File: config.mk
export PLATFORM = sky130hd
export DESIGN_NAME = mc_main_control
export DESIGN_NICKNAME = d
export VERILOG_FILES = /design/src/rtl/mips_ctrl_pkg.sv /design/src/rtl/mc_ctrl_decode.sv /design/src/rtl/mc_main_control.sv
export SDC_FILE = /design/constraint.sdc
export NUM_CORES = 1
export LEC_CHECK = 0
export ABC_CLOCK_PERIOD_IN_PS = 6200
export CORE_UTILIZATION = 35
export DETAILED_ROUTE_END_ITERATION = 7
export PLACE_DENSITY = 0.65
export SLEW_MARGIN = 20
export SYNTH_ARGS = -nofsm -noshare
export SYNTH_HDL_FRONTEND = slang
export SYNTH_SLANG_ARGS = --single-unit
File: constraint.sdc
create_clock -name i_clk -period 6.2 [get_ports i_clk]
set_clock_uncertainty 0.1 [all_clocks]
set_input_delay 1.86 -clock i_clk [delete_from_list [all_inputs] [get_ports i_clk]]
set_output_delay 1.86 -clock i_clk [all_outputs]
set_load 0.1 [all_outputs]
File: src/rtl/mips_ctrl_pkg.sv
// mips_ctrl_pkg: shared state, opcode and control-field encodings for the multicycle MIPS control unit
package mips_ctrl_pkg;

    typedef enum logic [3:0] {
        S_FETCH  = 4'd0,
        S_DECODE = 4'd1,
        S_MEMADR = 4'd2,
        S_MEMRD  = 4'd3,
        S_MEMWB  = 4'd4,
        S_MEMWR  = 4'd5,
        S_EXEC   = 4'd6,
        S_ALUWB  = 4'd7,
        S_BRANCH = 4'd8,
        S_ADDIEX = 4'd9,
        S_ADDIWB = 4'd10,
        S_JUMP   = 4'd11
    } state_t;

    localparam logic [5:0] OP_RTYPE = 6'b000000;
    localparam logic [5:0] OP_LW    = 6'b100011;
    localparam logic [5:0] OP_SW    = 6'b101011;
    localparam logic [5:0] OP_BEQ   = 6'b000100;
    localparam logic [5:0] OP_ADDI  = 6'b001000;
    localparam logic [5:0] OP_J     = 6'b000010;

    localparam logic [1:0] ALUOP_ADD  = 2'b00;
    localparam logic [1:0] ALUOP_SUB  = 2'b01;
    localparam logic [1:0] ALUOP_FUNC = 2'b10;

    localparam logic [1:0] SRCB_REG    = 2'b00;
    localparam logic [1:0] SRCB_FOUR   = 2'b01;
    localparam logic [1:0] SRCB_IMM    = 2'b10;
    localparam logic [1:0] SRCB_IMM_SH = 2'b11;

    localparam logic [1:0] PCSRC_ALU    = 2'b00;
    localparam logic [1:0] PCSRC_ALUOUT = 2'b01;
    localparam logic [1:0] PCSRC_JUMP   = 2'b10;

    typedef struct packed {
        logic [1:0] alu_op;
        logic       alu_src_a;
        logic [1:0] alu_src_b;
        logic [1:0] pc_src;
        logic       pc_write;
        logic       branch;
        logic       ior_d;
        logic       mem_read;
        logic       mem_write;
        logic       ir_write;
        logic       reg_write;
        logic       reg_dst;
        logic       mem_to_reg;
    } ctrl_t;

endpackage

File: src/rtl/mc_ctrl_decode.sv
// mc_ctrl_decode: Moore decode of the registered control state into the raw control word
module mc_ctrl_decode
    import mips_ctrl_pkg::*;
(
    input  state_t state,
    output ctrl_t  ctrl
);

    // per-state control word; FETCH write strobes are qualified by memory ready in the top
    always_comb begin
        ctrl = '0;
        case (state)
            S_FETCH: begin
                ctrl.mem_read  = 1'b1;
                ctrl.alu_src_b = SRCB_FOUR;
                ctrl.alu_op    = ALUOP_ADD;
                ctrl.pc_src    = PCSRC_ALU;
                ctrl.ir_write  = 1'b1;
                ctrl.pc_write  = 1'b1;
            end
            S_DECODE: ctrl.alu_src_b = SRCB_IMM_SH;
            S_MEMADR: begin
                ctrl.alu_src_a = 1'b1;
                ctrl.alu_src_b = SRCB_IMM;
            end
            S_MEMRD: begin
                ctrl.mem_read = 1'b1;
                ctrl.ior_d    = 1'b1;
            end
            S_MEMWB: begin
                ctrl.reg_write  = 1'b1;
                ctrl.mem_to_reg = 1'b1;
            end
            S_MEMWR: begin
                ctrl.mem_write = 1'b1;
                ctrl.ior_d     = 1'b1;
            end
            S_EXEC: begin
                ctrl.alu_src_a = 1'b1;
                ctrl.alu_src_b = SRCB_REG;
                ctrl.alu_op    = ALUOP_FUNC;
            end
            S_ALUWB: begin
                ctrl.reg_write = 1'b1;
                ctrl.reg_dst   = 1'b1;
            end
            S_BRANCH: begin
                ctrl.alu_src_a = 1'b1;
                ctrl.alu_op    = ALUOP_SUB;
                ctrl.branch    = 1'b1;
                ctrl.pc_src    = PCSRC_ALUOUT;
            end
            S_ADDIEX: begin
                ctrl.alu_src_a = 1'b1;
                ctrl.alu_src_b = SRCB_IMM;
            end
            S_ADDIWB: ctrl.reg_write = 1'b1;
            S_JUMP: begin
                ctrl.pc_write = 1'b1;
                ctrl.pc_src   = PCSRC_JUMP;
            end
            default: ;
        endcase
    end

endmodule

File: src/rtl/mc_main_control.sv
// mc_main_control: multicycle MIPS main control FSM with memory-ready handshake and timeout
module mc_main_control
    import mips_ctrl_pkg::*;
#(
    parameter int MEM_TIMEOUT = 255
) (
    input  logic       i_clk,
    input  logic       i_rst,
    input  logic [5:0] i_opcode,
    input  logic       i_memReady,
    output logic [1:0] o_aluOp,
    output logic       o_aluSrcA,
    output logic [1:0] o_aluSrcB,
    output logic [1:0] o_pcSrc,
    output logic       o_pcWrite,
    output logic       o_branch,
    output logic       o_iorD,
    output logic       o_memRead,
    output logic       o_memWrite,
    output logic       o_irWrite,
    output logic       o_regWrite,
    output logic       o_regDst,
    output logic       o_memToReg,
    output logic       o_illegal,
    output logic       o_memErr,
    output logic [3:0] o_state
);

    localparam int CW = (MEM_TIMEOUT > 2) ? $clog2(MEM_TIMEOUT) : 1;

    state_t        state, state_nx;
    ctrl_t         cw;
    logic [CW-1:0] cnt;
    logic          wait_st, timeout, illegal, kill;

    mc_ctrl_decode u_decode (
        .state (state),
        .ctrl  (cw)
    );

    assign wait_st = state inside {S_FETCH, S_MEMRD, S_MEMWR};
    assign timeout = (MEM_TIMEOUT != 0) && wait_st && !i_memReady && (cnt == CW'(MEM_TIMEOUT - 1));
    assign kill    = i_rst || timeout;

    // next-state dispatch; a memory timeout overrides everything and abandons the instruction
    always_comb begin
        state_nx = S_FETCH;
        illegal  = 1'b0;
        case (state)
            S_FETCH:  state_nx = i_memReady ? S_DECODE : S_FETCH;
            S_DECODE: begin
                case (i_opcode)
                    OP_LW, OP_SW: state_nx = S_MEMADR;
                    OP_RTYPE:     state_nx = S_EXEC;
                    OP_BEQ:       state_nx = S_BRANCH;
                    OP_ADDI:      state_nx = S_ADDIEX;
                    OP_J:         state_nx = S_JUMP;
                    default:      illegal  = 1'b1;
                endcase
            end
            S_MEMADR: state_nx = (i_opcode == OP_LW) ? S_MEMRD : S_MEMWR;
            S_MEMRD:  state_nx = i_memReady ? S_MEMWB : S_MEMRD;
            S_MEMWR:  state_nx = i_memReady ? S_FETCH : S_MEMWR;
            S_EXEC:   state_nx = S_ALUWB;
            S_ADDIEX: state_nx = S_ADDIWB;
            default:  state_nx = S_FETCH;
        endcase
        if (timeout) state_nx = S_FETCH;
    end

    // state register and wait counter; the counter only runs while parked in a memory wait state
    always_ff @(posedge i_clk) begin
        if (i_rst) begin
            state <= S_FETCH;
            cnt   <= '0;
        end else begin
            state <= state_nx;
            cnt   <= (wait_st && state_nx == state && !timeout) ? cnt + CW'(1) : '0;
        end
    end

    assign o_state    = state;
    assign o_aluOp    = i_rst ? 2'b00 : cw.alu_op;
    assign o_aluSrcA  = !i_rst && cw.alu_src_a;
    assign o_aluSrcB  = i_rst ? 2'b00 : cw.alu_src_b;
    assign o_pcSrc    = i_rst ? 2'b00 : cw.pc_src;
    assign o_iorD     = !i_rst && cw.ior_d;
    assign o_regDst   = !i_rst && cw.reg_dst;
    assign o_memToReg = !i_rst && cw.mem_to_reg;
    assign o_pcWrite  = !kill && cw.pc_write && (state != S_FETCH || i_memReady);
    assign o_irWrite  = !kill && cw.ir_write && i_memReady;
    assign o_branch   = !kill && cw.branch;
    assign o_memRead  = !kill && cw.mem_read;
    assign o_memWrite = !kill && cw.mem_write;
    assign o_regWrite = !kill && cw.reg_write;
    assign o_illegal  = !i_rst && illegal;
    assign o_memErr   = !i_rst && timeout;

endmodule
==> Word level (Yosys, flattened, before mapping) <==
Index checks and enable logic that the tools add are counted.
{ "classes": {"mux": 25, "n_reduce_logical": 37, "n_eq_ne": 18, "bitwise": 1, "n_addsub": 1} }
{ "op_table": {"columns": ["cell", "n"], "rows": [
  ["$pmux 4 s7", 1],
  ["$pmux 4 s5", 1],
  ["$logic_and 1x1->1", 18],
  ["$eq 4x3->1 const B", 4],
  ["$eq 4x4->1 const B", 4],
  ["$mux 1", 13],
  ["$eq 6x6->1 const B", 2],
  ["$reduce_or 2->1", 6],
  ["$mux 3", 3],
  ["$add 8x1->8 const B", 1],
  ["$eq 4x2->1 const B", 2],
  ["$eq 8x8->1 const B", 1],
  ["$pmux 2 s2", 2],
  ["$eq 6x2->1 const B", 1],
  ["$eq 6x3->1 const B", 1],
  ["$eq 6x4->1 const B", 1],
  ["$logic_not 6->1", 1],
  ["$mux 2", 3],
  ["$pmux 2 s3", 1],
  ["$reduce_or 6->1", 1],
  ["$eq 4x1->1 const B", 1],
  ["$eq 4x4->1", 1],
  ["$logic_not 1->1", 4],
  ["$logic_not 4->1", 1],
  ["other kinds (7)", 8]
]} }
{ "totals": {"elab_cells": 84, "regBits": 12, "output_inout_bits": 22, "input_bits": 9} }

==> Logic depth before layout (Yosys ltp) <==
{ "depth": {"ltp_word": 10, "ltp_mapped": 7, "depth_no_buf": 7} }

==> By module <==
Synthesis repeated with hierarchy kept, for this count alone.
{ "hier_totals": {"hier_cells": 160, "hier_area_um2": 1266.2} }
{ "modules_own_cells": {"columns": ["mod", "area_per_inst_um2", "cells_per_inst", "n_inst", "seq_area_each_um2"], "rows": [
  ["mc_main_control", 1058.5, 128, 1, 240.2],
  ["mc_ctrl_decode", 207.7, 32, 1, 0.0]
]} }

==> Worst setup path before layout <==
Ideal clock, no wire load.
{ "synth_timing": {"path_type": "input-to-output", "from": "in i_opcode[2]", "to": "out o_illegal", "setup_slack_ns": -1.092, "path_buffers": 1, "path_stages": 4, "t_arrival_ns": 5.332, "t_required_ns": 4.240, "path_cell_list": "clkbuf_1 -> xnor2_1 -> nor2_1 -> nor4b_1"} }
{ "synth_between": {"elab_chain_cells": 5, "elab_cells_between_ends": 10, "classes_between": "5 x eq/ne; 2 x mux; 3 x reduce/logical"} }
{ "synth_rtl": {"columns": ["item", "line_no", "text"], "rows": [
  ["start: declaration", "mc_main_control.sv:9", "input logic [5:0] i_opcode,"],
  ["$eq 6x6->1 (tied with other cells)", "mc_main_control.sv:52", "case (i_opcode)"],
  ["$reduce_or 6->1 (no source line) *", null, null],
  ["$mux 1 *", "mc_main_control.sv:52", null],
  ["$mux 1 *", "mc_main_control.sv:49", "case (state)"],
  ["$logic_and 1x1->1 *", "mc_main_control.sv:96", "assign o_illegal = !i_rst && illegal;"],
  ["end: declaration", "mc_main_control.sv:24", "output logic o_illegal,"]
]} }
Every way passes the cells marked *; elsewhere a longest branch is shown, timed or not.

==> Worst setup path in the final report <==
{ "layout_timing": {"from": "in i_rst", "to": "out o_pcWrite"} }
{ "layout_between": {"elab_chain_cells": 4} }
{ "layout_rtl": {"columns": ["item", "line_no", "text"], "rows": [
  ["start: declaration", "mc_main_control.sv:8", "input logic i_rst,"],
  ["$logic_or 1x1->1", "mc_main_control.sv:43", "assign kill = i_rst || timeout;"],
  ["$logic_not 1->1", "mc_main_control.sv:90", "assign o_pcWrite = !kill && cw.pc_write && (state != S_FETCH || i_memReady);"],
  ["$logic_and 1x1->1 (2 in series)", "mc_main_control.sv:90", null],
  ["end: declaration", "mc_main_control.sv:15", "output logic o_pcWrite,"]
]} }
Every way passes these cells.

==> impl_metrics.ini <==
[clocking]
numCtsBuffers = 3
cts_hold_buf = 0
cts_tree = done
root_buffer = clkbuf_4
insertion_delay_ns = 0.28
h-tree-depth = 1
cts.clk_slew.worst_paths_ns = 0.07
cts_sinks = 12
clockBufferDepth = 2
cts_resized = 0
postCtsSetupRepairBufs = 0

[min_path]
hold_start = cnt[0]$_SDFF_PP0_
min_path_type = reg -> reg

[sta]
tns_ns = 0
finalSetupViolations = 0
fin_crit_ns = 5.432
fmax_ghz = 0.1841
period_share = 0.8762
hold_viol = 0
tightest_slew_ns = 0.9660
grt_setup_unrepaired = false
max_slew_margin = 0.3540
finalMaxSlewViolations = 0

[power]
p_sw_w = 0.00006851
clkPwrFrac = 0.310
combPwrFrac = 0.282
peakVddDrop_uv = 169.7
power_density_nw_per_um2 = 146.6
power.internal_w = 0.0001326
p_seq_frac = 0.407
cellLeakagePower_nw = 0.4808
switching_share = 0.3406

[placement]
dp_cells = 187
dp_hpwl_um = 1874
place.gp.congestion = 0.7475
io_buffers = 30

[detailed_routing]
drc_errors = 0
ant_nets = 0
vias = 1085
dr.pass1.iters = 4
vias_per_cell = 5.681
wl_um = 2528
first_iter_violations = 34
wl_per_cell_um = 13.24

[yosys]
synthTopCellsByCount = nor2_1, dfxtp_1, nand2_1
synth_cells = 136
synthTopCellsByArea = dfxtp_1, nor2_1, xnor2_1
syn_nets = 147
yosys.area.top_type = dfxtp_1
ys.flop_type = dfxtp_1
synth_top_cell_area_share = 0.2330
synth-edff-count = 0
avgSynthCellArea_um2 = 7.581
synth_most_common_cell = nor2_1
synth_area_um2 = 1031
synthArstFlopShare = 0
yosysUniqueCellTypes = 45
ys_warn_count = 0
yosys_register_bits = 12
ys_seq_area_frac = 0.2330

[die]
core-area_um2 = 2781
initial_utilization = 0.3707
die_w_um = 56.28
io_pins = 31
fp.dieH_um = 56.28
fp-row-count = 19
die_area_um2 = 3167

[final_layout]
multiInputGateArea_um2 = 757.0
fillers = 283
layout-drive-gt1-share = 0.2000
layout.area.seq_um2 = 240.2
stdcell_count = 191
syn_to_final_growth_pct = 33.13
diodes = 0
final_nets = 172

[run]
drv_cap = 0

[critical_path]
crit_type = in -> out
crit_path_start = i_rst
start_kind = input port
endpoint_kind = primary output
cp.required_ns = 4.24
rr_startpoint = o_state[2]$_SDFF_PP0_
reg2reg_slack_ns = 3.70
path_max_fanout = 13
crit_arrival_ns = 3.47

[global_routing]
grt_antenna_before_repair = 0
grt_pass1_vias = 982
grt_use_total = 0.1756
grt_use_met1 = 0.2393
met2_usage = 0.2806
grt_pass1_wl_um = 4478
use_met3 = 0.04839
grt_max_degree = 25
grt.busiest_layer = met2
overflow = 0

[run_status]
status = finished, final reports clean
## cell families (layout without fill, tap and decap cells)
kind of cell / Yosys count / count (layout) / share of synthesized area
simple gates: 79 / 79 / 0.4138
compound gates: 20 / 20 / 0.1736
flops: 12 / 12 / 0.2330
buf+inv: 12 / 36 / 0.04855
xor+xnor: 10 / 10 / 0.08495
fa+ha+maj: 2 / 2 / 0.02427
mux: 1 / 1 / 0.02184
## layout by cell type, fill, tap and decap left out, types with 2 or more instances in the layout
| master | n |
|---|---|
| xnor2_1 | 5 |
| inv_1 | 2 |
| buf_4 | 15 |
| or2_2 | 2 |
| clkbuf_4 | 3 |
| nand2_1 | 9 |
| o22ai_1 | 2 |
| clkdlybuf4s50_1 | 12 |
| and3_1 | 2 |
| o21ai_0 | 3 |
| nor2_1 | 28 |
| nand3_1 | 5 |
| dfxtp_1 | 12 |
| a31oi_1 | 2 |
| nor2b_1 | 3 |
| ha_1 | 2 |
| buf_12 | 3 |
| xor2_1 | 5 |
| nor4_1 | 6 |
| nand4b_1 | 3 |
| nor3_1 | 6 |
| nand2b_1 | 3 |
## per-layer routing
metal,wire length (um),share of wire,vias up
met5,0,0,-
met4,16,0.0063,0
met3,118,0.047,2
met2,1149,0.45,24
met1,1243,0.49,513
li1,-,-,546
## critical path, stage by stage
cell and delay, ns:
clkdlybuf4s50_1 0.72, nor3_1 0.14, and3_1 0.25, or2_2 0.27
buf_4 0.23
## stage by stage
stage	total power (W)	setup slack (ns)	utilization	instance area, um2	hold WS, ns
after floorplan	0.0001245	-0.6914	-	1047	0.3297
after global placement	0.0001400	0.7856	0.4804	1336	0.3451
after detailed placement	0.0001406	0.7795	0.4804	1336	0.3990
after CTS	0.0002034	0.7752	0.4935	1373	0.4151
after global routing	0.0002104	0.6733	0.4935	1373	0.4264
final	0.0002012	0.7677	0.4935	1373	0.3968
## flip-flops by register name, summed over array words and instances, names as in the netlist
signal and flops:
o_state 4, cnt 8
## cell type report
type,instances,area share
Clock buffer,4,0.02644
Multi-Input combinational cell,112,0.5515
Timing Repair Buffer,30,0.2133
Inverter,2,0.005469
Tap cell,31,0.02826
Sequential cell,12,0.1750
## path summary, 6_finish.rpt
| path | end | cells after the start |
|---|---|---|
| max reg2reg | cnt[5]$_SDFF_PP0_ | 5 |
| min | cnt[0]$_SDFF_PP0_ | 1 |
| min reg2reg | cnt[0]$_SDFF_PP0_ | 1 |
| max | o_pcWrite | 5 |
## power groups by stage
stage	registers [W]	clock network [W]	logic (W)
finish	0.0000819	0.0000624	0.0000568
global route	0.0000825	0.0000673	0.0000606
CTS	0.0000819	0.0000645	0.0000570
detailed placement	0.0000838	0	0.0000569
global placement	0.0000836	0	0.0000564
floorplan	0.0000850	0	0.0000395
Power figures use the tool's default switching activity.
